## src/rtl/mem_stage_hs_pkg.sv

```systemverilog
// mem_stage_hs_pkg: memory-op encodings, FSM states and bus-width helpers for the MEM stage
package mem_stage_hs_pkg;
    localparam logic [1:0] MEM_OP_B = 2'd0;
    localparam logic [1:0] MEM_OP_H = 2'd1;
    localparam logic [1:0] MEM_OP_W = 2'd2;
    localparam logic [1:0] MEM_OP_D = 2'd3;
    localparam int MEM_OP_UNS = 2;

    typedef enum logic [1:0] {ST_IDLE, ST_WAIT, ST_DONE} ms_state_t;

    function automatic int es_to_ms_bus_wd(input int xlen, input int aw);
        return 6 + aw + 2 * xlen;
    endfunction

    function automatic int ms_to_ws_bus_wd(input int xlen, input int aw);
        return 1 + aw + 2 * xlen;
    endfunction

    function automatic int ms_fwd_bus_wd(input int xlen, input int aw);
        return 2 + aw + xlen;
    endfunction
endpackage

```

## src/rtl/mem_stage_hs_load_align.sv

```systemverilog
// mem_stage_hs_load_align: picks the addressed lane of a read word and sign/zero-extends it
module mem_stage_hs_load_align
    import mem_stage_hs_pkg::*;
#(
    parameter int XLEN = 32,
    parameter int AL_W = $clog2(XLEN / 8)
) (
    input  logic [XLEN-1:0] i_rdata,
    input  logic [AL_W-1:0] i_addr_lo,
    input  logic [2:0]      i_mem_op,
    output logic [XLEN-1:0] o_data
);
    logic [XLEN-1:0] w_sh;
    logic [XLEN-1:0] w_mask;
    logic [XLEN-1:0] w_top;
    logic [6:0]      w_bits;
    logic            w_sign;

    assign w_sh   = i_rdata >> {i_addr_lo, 3'b000};
    assign w_bits = i_mem_op[1:0] == MEM_OP_B ? 7'd8  :
                    i_mem_op[1:0] == MEM_OP_H ? 7'd16 :
                    i_mem_op[1:0] == MEM_OP_W ? 7'd32 : 7'd64;
    // a shift of XLEN or more yields an all-ones mask, so full-width loads pass through
    assign w_mask = ~({XLEN{1'b1}} << w_bits);
    assign w_top  = w_mask & ~(w_mask >> 1);
    assign w_sign = !i_mem_op[MEM_OP_UNS] && |(w_sh & w_top);
    assign o_data = (w_sh & w_mask) | ({XLEN{w_sign}} & ~w_mask);
endmodule

```

## src/rtl/mem_stage_hs.sv

```systemverilog
// mem_stage_hs: MEM pipeline stage that waits for variable-latency data responses,
// aligns loads, forwards results and discards responses of flushed requests.
module mem_stage_hs
    import mem_stage_hs_pkg::*;
#(
    parameter int XLEN      = 32,
    parameter int REG_AW    = 5,
    parameter int DISCARD_W = 2
) (
    input  logic                                      clk,
    input  logic                                      rst_n,
    input  logic                                      i_ws_allowin,
    output logic                                      o_ms_allowin,
    input  logic                                      i_ms_flush,
    input  logic                                      i_es_to_ms_valid,
    input  logic [es_to_ms_bus_wd(XLEN, REG_AW)-1:0]  i_es_to_ms_bus,
    output logic                                      o_ms_to_ws_valid,
    output logic [ms_to_ws_bus_wd(XLEN, REG_AW)-1:0]  o_ms_to_ws_bus,
    output logic [ms_fwd_bus_wd(XLEN, REG_AW)-1:0]    o_ms_fwd_bus,
    input  logic                                      i_data_sram_data_ok,
    input  logic [XLEN-1:0]                           i_data_sram_rdata
);
    localparam int AL_W = $clog2(XLEN / 8);
    localparam int ES_W = es_to_ms_bus_wd(XLEN, REG_AW);

    ms_state_t             r_state;
    ms_state_t             w_state_nx;
    logic                  r_valid;
    logic                  w_valid_nx;
    logic [ES_W-1:0]       r_bus;
    logic [XLEN-1:0]       r_rdata_buf;
    logic                  r_rdata_vld;
    logic [DISCARD_W-1:0]  r_discard_cnt;

    logic [XLEN-1:0]   w_pc;
    logic [XLEN-1:0]   w_exe_result;
    logic [REG_AW-1:0] w_dest;
    logic              w_gr_we;
    logic              w_load_op;
    logic [2:0]        w_mem_op;
    logic [XLEN-1:0]   w_aligned;
    logic [XLEN-1:0]   w_final;
    logic              w_enter;
    logic              w_leave;
    logic              w_resp;
    logic              w_inc;
    logic              w_dec;

    assign w_pc         = r_bus[XLEN-1:0];
    assign w_exe_result = r_bus[2*XLEN-1:XLEN];
    assign w_dest       = r_bus[2*XLEN+REG_AW-1:2*XLEN];
    assign w_gr_we      = r_bus[ES_W-6];
    assign w_load_op    = r_bus[ES_W-5];
    assign w_mem_op     = r_bus[ES_W-1:ES_W-3];

    assign o_ms_allowin = !r_valid || (r_state == ST_DONE && i_ws_allowin);
    assign w_enter      = i_es_to_ms_valid && o_ms_allowin && !i_ms_flush;
    assign w_leave      = r_valid && r_state == ST_DONE && i_ws_allowin;
    // a response belongs to the held request only once all cancelled ones have drained
    assign w_resp       = i_data_sram_data_ok && r_state == ST_WAIT && r_discard_cnt == '0;
    assign w_inc        = i_ms_flush && r_state == ST_WAIT && !w_resp;
    assign w_dec        = i_data_sram_data_ok && r_discard_cnt != '0;

    mem_stage_hs_load_align #(.XLEN(XLEN), .AL_W(AL_W)) u_align (
        .i_rdata   (i_data_sram_rdata),
        .i_addr_lo (w_exe_result[AL_W-1:0]),
        .i_mem_op  (w_mem_op),
        .o_data    (w_aligned)
    );

    always_comb begin
        w_valid_nx = r_valid;
        w_state_nx = r_state;
        if (i_ms_flush) begin
            w_valid_nx = 1'b0;
            w_state_nx = ST_IDLE;
        end else if (w_enter) begin
            w_valid_nx = 1'b1;
            w_state_nx = i_es_to_ms_bus[ES_W-4] ? ST_WAIT : ST_DONE;
        end else if (w_leave) begin
            w_valid_nx = 1'b0;
            w_state_nx = ST_IDLE;
        end else if (w_resp) begin
            w_state_nx = ST_DONE;
        end
    end

    always_ff @(posedge clk or negedge rst_n) begin
        if (!rst_n) begin
            r_state <= ST_IDLE;
            r_valid <= 1'b0;
        end else begin
            r_state <= w_state_nx;
            r_valid <= w_valid_nx;
        end
    end

    always_ff @(posedge clk or negedge rst_n) begin
        if (!rst_n) begin
            r_bus         <= '0;
            r_rdata_buf   <= '0;
            r_rdata_vld   <= 1'b0;
            r_discard_cnt <= '0;
        end else begin
            r_discard_cnt <= r_discard_cnt + DISCARD_W'(w_inc) - DISCARD_W'(w_dec);
            if (w_enter)
                r_bus <= i_es_to_ms_bus;
            if (w_enter || i_ms_flush) begin
                r_rdata_vld <= 1'b0;
            end else if (w_resp) begin
                r_rdata_vld <= 1'b1;
                r_rdata_buf <= w_aligned;
            end
        end
    end

    assign w_final          = (w_load_op && r_rdata_vld) ? r_rdata_buf : w_exe_result;
    assign o_ms_to_ws_valid = r_valid && r_state == ST_DONE && !i_ms_flush;
    assign o_ms_to_ws_bus   = {w_gr_we, w_dest, w_final, w_pc};
    assign o_ms_fwd_bus     = {r_valid && w_gr_we, r_state == ST_DONE, w_dest, w_final};
endmodule

```

## config.mk

```make
export PLATFORM = sky130hd
export DESIGN_NAME = mem_stage_hs
export DESIGN_NICKNAME = d
export VERILOG_FILES = /design/src/rtl/mem_stage_hs_pkg.sv /design/src/rtl/mem_stage_hs_load_align.sv /design/src/rtl/mem_stage_hs.sv
export SDC_FILE = /design/constraint.sdc
export NUM_CORES = 1
export LEC_CHECK = 0
export CAP_MARGIN = 20
export CORE_AREA = 4 4 143 131
export DETAILED_ROUTE_END_ITERATION = 7
export DIE_AREA = 0 0 147 135
export PLACE_DENSITY_LB_ADDON = 0.15
export REMOVE_ABC_BUFFERS = 1
export SLEW_MARGIN = 20
export SYNTH_ARGS = -nofsm -noshare
export SYNTH_HDL_FRONTEND = slang
export SYNTH_SLANG_ARGS = --single-unit
```

## constraint.sdc

```tcl
create_clock -name clk -period 2.85 [get_ports clk]
set_input_delay 0.285 -clock clk [delete_from_list [all_inputs] [get_ports clk]]
set_output_delay 0.285 -clock clk [all_outputs]
set_load 0.01 [all_outputs]
```

==> summary.md, run 1 <==
| Metric | Value |
|---|---|
| Setup CP Type | flip-flop to output port |
| Die height | 135 µm |
| Layout cells sized above 1 | 0.241 |
| Post-DP Area | 7860 µm² |
| CTS tree | built |
| M2 GR Usage | 0.283 |
| Clock root cell | clkbuf_16 |
| Top-Level Pins | 224 |
| Cell Pwr Density | between 600 and 700 nW/µm² |
| Final Skew | 0.0107 ns |
| Die area | approximately 20000 µm² |
| Cell variety after synth | 40 |
| Global-route wire length before repair | ~25 mm |
| Worst Hold Class | input pin to async pin |
| Max Fanout on Critical Path | 18 |
| Tcrit/Tclk final | 0.881 |
| Clock buffer depth | 2 |
| RSZ-0062 raised after global routing | no |
| RD Place Congestion | roughly 0.82 |
| Port bufs | between 200 and 250 |
| R2R depth | 4 |
| Iteration count of the initial detailed-routing pass | 4 |
| Vias/cell | 4.74 |
| GRT Total Usage | 0.160 |
| Critical R2R Launch | r_bus[33] |
| CP startpoint kind | flip-flop |
| Vias in the first global route | 4518 |
| Wire per inst | 18.2 µm |
| Cts bufs inserted | 9 |
| Fin. max-slew vios | 0 |
| H-tree level count | 3 |
| Least-Margin Pin Slew | 0.843 ns |
| Ys Warns | 0 |
| Most common cell after layout, fill and taps aside | clkdlybuf4s50_1 |
| Worst-path clk slew | approximately 0.07 ns |
| #FFs+latches synth | between 100 and 150 |
| Leak pwr | 3.27 nW |
| Crit path launch | r_bus[70] |
| Fmax | 0.398 GHz |
| Tot Pwr | 0.00566 W |
| Residual overflow from global routing | 0 |
| Final setup fails | 0 |
| Global routing's busiest layer | met2 |
| Fin crit period | 2.51 ns |
| Largest net degree at the start of global routing | about 50 |
| Initial DRC Count | 138 |
| Outcome | complete, no violations |
| Maximum VDD drop | between 300 and 400 µV |
| Ant diodes | 0 |
| Type of destination of the critical path | output port |
| Layout fillers | 1585 |
| DP HPWL | approximately 12 mm |
| Commonest cells after routing, fill and taps aside | 222 x clkdlybuf4s50_1, 119 x mux2_2, 112 x dfrtp_1 |
| Std cell rows | 46 |
| Fin nets | 752 |
| Starting density of the core | 0.343 |
| Slew margin rel. | 0.434 |
| Required time worst endpoint | around 2.6 ns |
| Met1 Resource Use GR | 0.197 |
| Finished Cell Area | 8190 µm² |
| # DRC | 0 |
| Max-cap viol count | 0 |
| Vias after detailed routing | approximately 4200 |
| Mapped Area | 5930 µm² |
| Die X | 147 µm |
| CP endpoint | o_ms_to_ws_bus[43] |
| PostCTS Resize Cnt | 0 |
| Area grow syn2layout | 38.0% |
| Data arrival time of the worst path | ~2.2 ns |
| Clock sinks | between 100 and 150 |
| Initial antenna violation count | 0 |
| Avg Inst Size Synth | 11.9 µm² |
| Sequential fraction of the synthesis area | 0.472 |
| Cells after Synth | about 500 |
| Grt met3 use | 0.0315 |
| Final Hold Viols | 0 |
| Skew-Pair Late Insertion Delay | ~0.35 ns |
| Antenna viol nets, final | 0 |
| RR Endpoint | r_rdata_buf[8] |
| Core Area | 17300 µm² |
| R2r setup slk | 0.81 ns |
| Total wire length | between 15 and 20 mm |
[cell type report]
class	instances	area, µm²	share of cell area
Sequential cell	112	2800	0.342
Tap cell	240	300	0.0367
Clock inverter	5	63.8	0.00779
Multi-Input combinational cell	275	2390	0.292
Inverter	3	11.3	0.00138
Timing Repair Buffer	236	2370	0.289
Clock buffer	11	253	0.0309
[metrics by stage]
stage	utilization	hold slack [ns]	setup TNS [ns]	instances	worst slack, ns
after floorplan	-	-0.0106	-156.98	390	-2.07
after global placement	0.454	0.373	0	865	0.525
after detailed placement	0.454	0.377	0	865	0.525
after CTS	0.473	0.503	0	882	0.294
after global routing	0.473	0.514	0	882	0.227
final	0.473	0.498	0	882	0.339
[power by group]
part	total (W)	switching, W	leakage (nW)	internal (W)
registers	0.00229	0.000267	1.35	0.00203
logic	0.00203	0.000819	1.76	0.00121
clock network	0.00134	0.000607	0.152	0.000737
total	0.00566	0.00169	3.27	0.00397
[state kept, by name, summed over array words and instances, names as in the netlist]
signal	flops
r_bus	74
r_rdata_buf	32
r_discard_cnt	2
r_state	2
r_rdata_vld	1
r_valid	1
[routing by layer]
layer	vias up	routed length, µm
met5	-	0
met4	0	282
met3	18	785
met2	117	8550
met1	2081	6440
li1	1962	-
[kinds of logic after synthesis]
kind of cell / synth area share
DFF: 0.472
adders and majority gates: 0.00422
muxes: 0.258
and+or+nand+nor: 0.0603
xor gates and xnor gates: 0.00443
buffers and inverters: 0.131
AOI/OAI and AO/OA: 0.0700
[worst min-delay path by stage]
stage	startpoint	endpoint	depth (start not counted)	slack, ns
finish	rst_n	r_bus[60]	2	0.50
global route	i_es_to_ms_bus[34]	r_bus[34]	2	0.51
CTS	r_rdata_buf[14]	r_rdata_buf[14]	1	0.50
detailed placement	rst_n	r_bus[60]	1	0.38
global placement	rst_n	r_bus[57]	1	0.37
floorplan	rst_n	r_bus[0]	0	-0.01
[what timing repair did]
item | in CTS | in global routing
hold buffers | 1 | 0
endpoints found under the setup margin | 0 | 0
setup buffers | 0 | 0
hold endpoints to repair | 36 | 0
[cells in the mapped netlist (all sizes together)]
library cell | instances | area share
nand2 | 31 | 0.020
nor3b | 1 | 0.0021
or3b | 1 | 0.0015
buf | 104 | 0.13
nor2 | 4 | 0.0030
nand3 | 9 | 0.0076
a311oi | 1 | 0.0025
dfrtp | 112 | 0.47
a2bb2oi | 1 | 0.0015
clkbuf | 3 | 0.0019
ha | 2 | 0.0042
nor3 | 1 | 0.00084
o211ai | 7 | 0.0089
o22ai | 1 | 0.0011
a31oi | 16 | 0.017
mux2 | 121 | 0.23
xnor2 | 3 | 0.0044
nand2b | 1 | 0.0011
nand3b | 9 | 0.011
or4 | 1 | 0.0013
inv | 3 | 0.0019
o2bb2ai | 8 | 0.012
or2 | 1 | 0.0011
o221ai | 1 | 0.0015
o21a | 2 | 0.0025
a21oi | 18 | 0.015
o21ai | 8 | 0.0067
o32ai | 1 | 0.0015
nor4 | 1 | 0.0011
and2b | 1 | 0.0017
nor2b | 3 | 0.0032
nand4b | 2 | 0.0030
and2 | 2 | 0.0021
mux2i | 17 | 0.029
[critical path, cell delays in order, from the launching register on]
cell             delay [ns]
dfrtp_1                0.39
nand2_2                0.37
buf_12                 0.23
mux2_2                 0.38
clkdlybuf4s50_1        0.50
Note: power is estimated with default switching activity, not from simulation.
==> run 2: changes to the inputs <==
CORE_AREA = 4 4 154 141   (was 4 4 143 131)
CTS_CLUSTER_DIAMETER = 30   (was not set)
DIE_AREA = 0 0 158 145   (was 0 0 147 135)
==> run 2 against run 1 <==
Via count is 0.77% lower. Clock power barely moved. Setup slack better by 0.043 ns. Register-to-register slack improved by 0.03 ns. Sequential power hardly changed. Die area rose by 15%. Sequential share of layout area is 0.089 points lower. Combinational power barely moved. Core utilization down 6.1 points. Design area is 0.26% higher. Total power up 0.60%. Cell count grew 1.5%. Critical endpoint is now o_ms_fwd_bus[29].
==> summary.md, run 2 (synthesis gave the netlist of run 1 again) <==
| Metric | Value |
|---|---|
| Initial antenna violation count | 0 (unchanged) |
| Worst Hold Class | input pin to async pin |
| Max FFs per register | 74 (unchanged) |
| Final Hold Viols | 0 (unchanged) |
| Cts bufs inserted | 9 (unchanged) |
| Data arrival time of the worst path | 2.18 ns (-0.05 ns) |
| Leak pwr | 3.27 nW (about the same) |
| Clock sinks | 112 (unchanged) |
| Ant diodes | 0 (unchanged) |
| Layout cells sized above 1 | 0.239 (-0.00237) |
| Port bufs | 223 (unchanged) |
| Setup CP Type | flip-flop to output port |
| WHS | 0.469 ns (-0.0280 ns) |
| Total wire length | 16.3 mm (+1.2%) |
| Required time worst endpoint | 2.57 ns (about the same) |
| Final core occ | 0.412 (-0.0606) |
| Tcrit/Tclk final | 0.866 (-0.0151) |
| Die area | 22900 µm² (+15%) |
| Layout fillers | 1886 (+19%) |
| Area grow syn2layout | 38.3% |
| Type of destination of the critical path | output port |
| Worst-path clk slew | 0.07 ns (about the same) |
| Tot Pwr | 0.00570 W (+0.60%) |
| Fmax | 0.405 GHz (+1.7%) |
| Storage cell area | 2800 µm² (unchanged) |
| Std cell rows | 49 (+6.5%) |
| Vias after detailed routing | 4146 (-0.77%) |
| Commonest cells after routing, fill and taps aside | 222 x clkdlybuf4s50_1, 119 x mux2_2, 112 x dfrtp_1 |
| Starting density of the core | 0.298 (-0.0447) |
| Most common cell after layout, fill and taps aside | clkdlybuf4s50_1 |
| Die X | 158 µm (+7.5%) |
| Skew-Pair Late Insertion Delay | 0.35 ns (about the same) |
| Least-Margin Pin Slew | 0.801 ns (-0.0421 ns) |
| Setup TNS | 0 ns (unchanged) |
| Initial DRC Count | 104 (-25%) |
| GRT Total Usage | 0.141 (-0.0187) |
| Clock buffer depth | 2 (unchanged) |
| Final setup fails | 0 (unchanged) |
| Antenna viol nets, final | 0 (unchanged) |
| CP startpoint kind | flip-flop |
| Wire per inst | 18.2 µm (-0.25%) |
| Vias in the first global route | 4483 (-0.77%) |
| RD Place Congestion | 0.732 (-11%) |
| Iteration count of the initial detailed-routing pass | 4 (unchanged) |
| Fin nets | 750 (-0.27%) |
| Clock root cell | clkbuf_16 |
| Global-route wire length before repair | 25.3 mm (+2.1%) |
| Fin. max-slew vios | 0 (unchanged) |
| Max-cap viol count | 0 (unchanged) |
| Place WS | 0.511 ns (-0.0137 ns) |
| Maximum VDD drop | 307 µV (+1.5%) |
| Largest net degree at the start of global routing | 77 (+57%) |
| Cell Pwr Density | 694 nW/µm² (+0.34%) |
| Final Worst Setup Slack | 0.382 ns (+0.0431 ns) |
| Area of the multi-input gates | 2390 µm² (unchanged) |
| Die height | 145 µm (+7.4%) |
| Slew margin rel. | 0.462 (+0.0283) |
| Outcome | complete, no violations |
| Final Skew | 0.00677 ns (-0.00391 ns) |
| H-tree level count | 3 (unchanged) |
| Vias/cell | 4.63 (-2.2%) |
| Fin crit period | 2.47 ns (-0.0431 ns) |
| CTS tree | built |
| Core Area | 19900 µm² (+15%) |
| # DRC | 0 (unchanged) |
| Largest regs | r_bus x74, r_rdata_buf x32 |
| DP HPWL | 12.2 mm (+1.8%) |
| Max Fanout on Critical Path | 18 (unchanged) |
| RSZ-0062 raised after global routing | no |
| Residual overflow from global routing | 0 (unchanged) |
| Reg with most FFs | r_bus |
| Top-Level Pins | 224 (unchanged) |
run 2: cell types whose count changed in the layout (fill, tap and decap cells not counted), sizes merged:
| cell | before | now |
|---|---|---|
| buf | 13 | 11 |
| bufinv | 1 | 2 |
| clkbuf | 11 | 10 |
| clkinv | 2 | 3 |
| inv | 4 | 3 |
run 2: worst max-delay path: stages, from the launching register on:
cell and delay, ns:
dfrtp_1 0.39, nand2_2 0.35, buf_12 0.23, mux2_2 0.37, clkdlybuf4s50_1 0.48
run 2: repair_timing:
action,CTS,global route
buffers inserted,0,0
resized for setup,0,0
hold buffers,1,0
hold endpoints to repair,40,0
run 2: final timing paths:
check,startpoint,end,slack [ns],cells past startpoint
setup reg to reg,r_discard_cnt[1],r_rdata_buf[4],0.84,5
hold reg to reg,r_bus[46],r_bus[46],0.50,1
max in group asynchronous,rst_n,r_bus[51],1.62,3
min in group clk,r_bus[46],r_bus[46],0.50,1
hold / removal,rst_n,r_bus[31],0.47,2
setup / recovery,r_bus[70],o_ms_fwd_bus[29],0.38,4
run 2: report_power, final:
part	internal, W	leakage [nW]	total (W)	switching [W]
Clock	0.000791	0.158	0.00137	0.000584
Sequential	0.00203	1.35	0.00231	0.000281
Combinational	0.00121	1.76	0.00202	0.000807
Total	0.00403	3.27	0.00570	0.00167
run 2: layer usage:
| layer | vias to the layer above | wire [µm] | global-route usage |
|---|---|---|---|
| met3 | 7 | 714 | 0.0345 |
| met4 | 0 | 164 | 0.0311 |
| met1 | 2077 | 7010 | 0.179 |
| met5 | - | 0 | 0 |
| li1 | 1953 | - | - |
| met2 | 109 | 8370 | 0.243 |
run 2: layout make-up:
| class | count | share of cell area |
|---|---|---|
| Inverter | 3 | 0.00137 |
| Clock buffer | 10 | 0.0291 |
| Clock inverter | 6 | 0.0101 |
| Multi-Input combinational cell | 275 | 0.291 |
| Sequential cell | 112 | 0.341 |
| Timing Repair Buffer | 234 | 0.288 |
| Tap cell | 255 | 0.0389 |
run 2: per-stage QoR:
stage	cell area [µm²]	instances
after global routing	8210	895
after detailed placement	7880	878
after CTS	8210	895
after floorplan	5170	390
after global placement	7880	878
final	8210	895
==> run 3: changes to the inputs <==
CAP_MARGIN = not set   (was 20)
==> results of run 3 <==
Same layout as run 2: the final DEF is identical, and so are final timing and power.
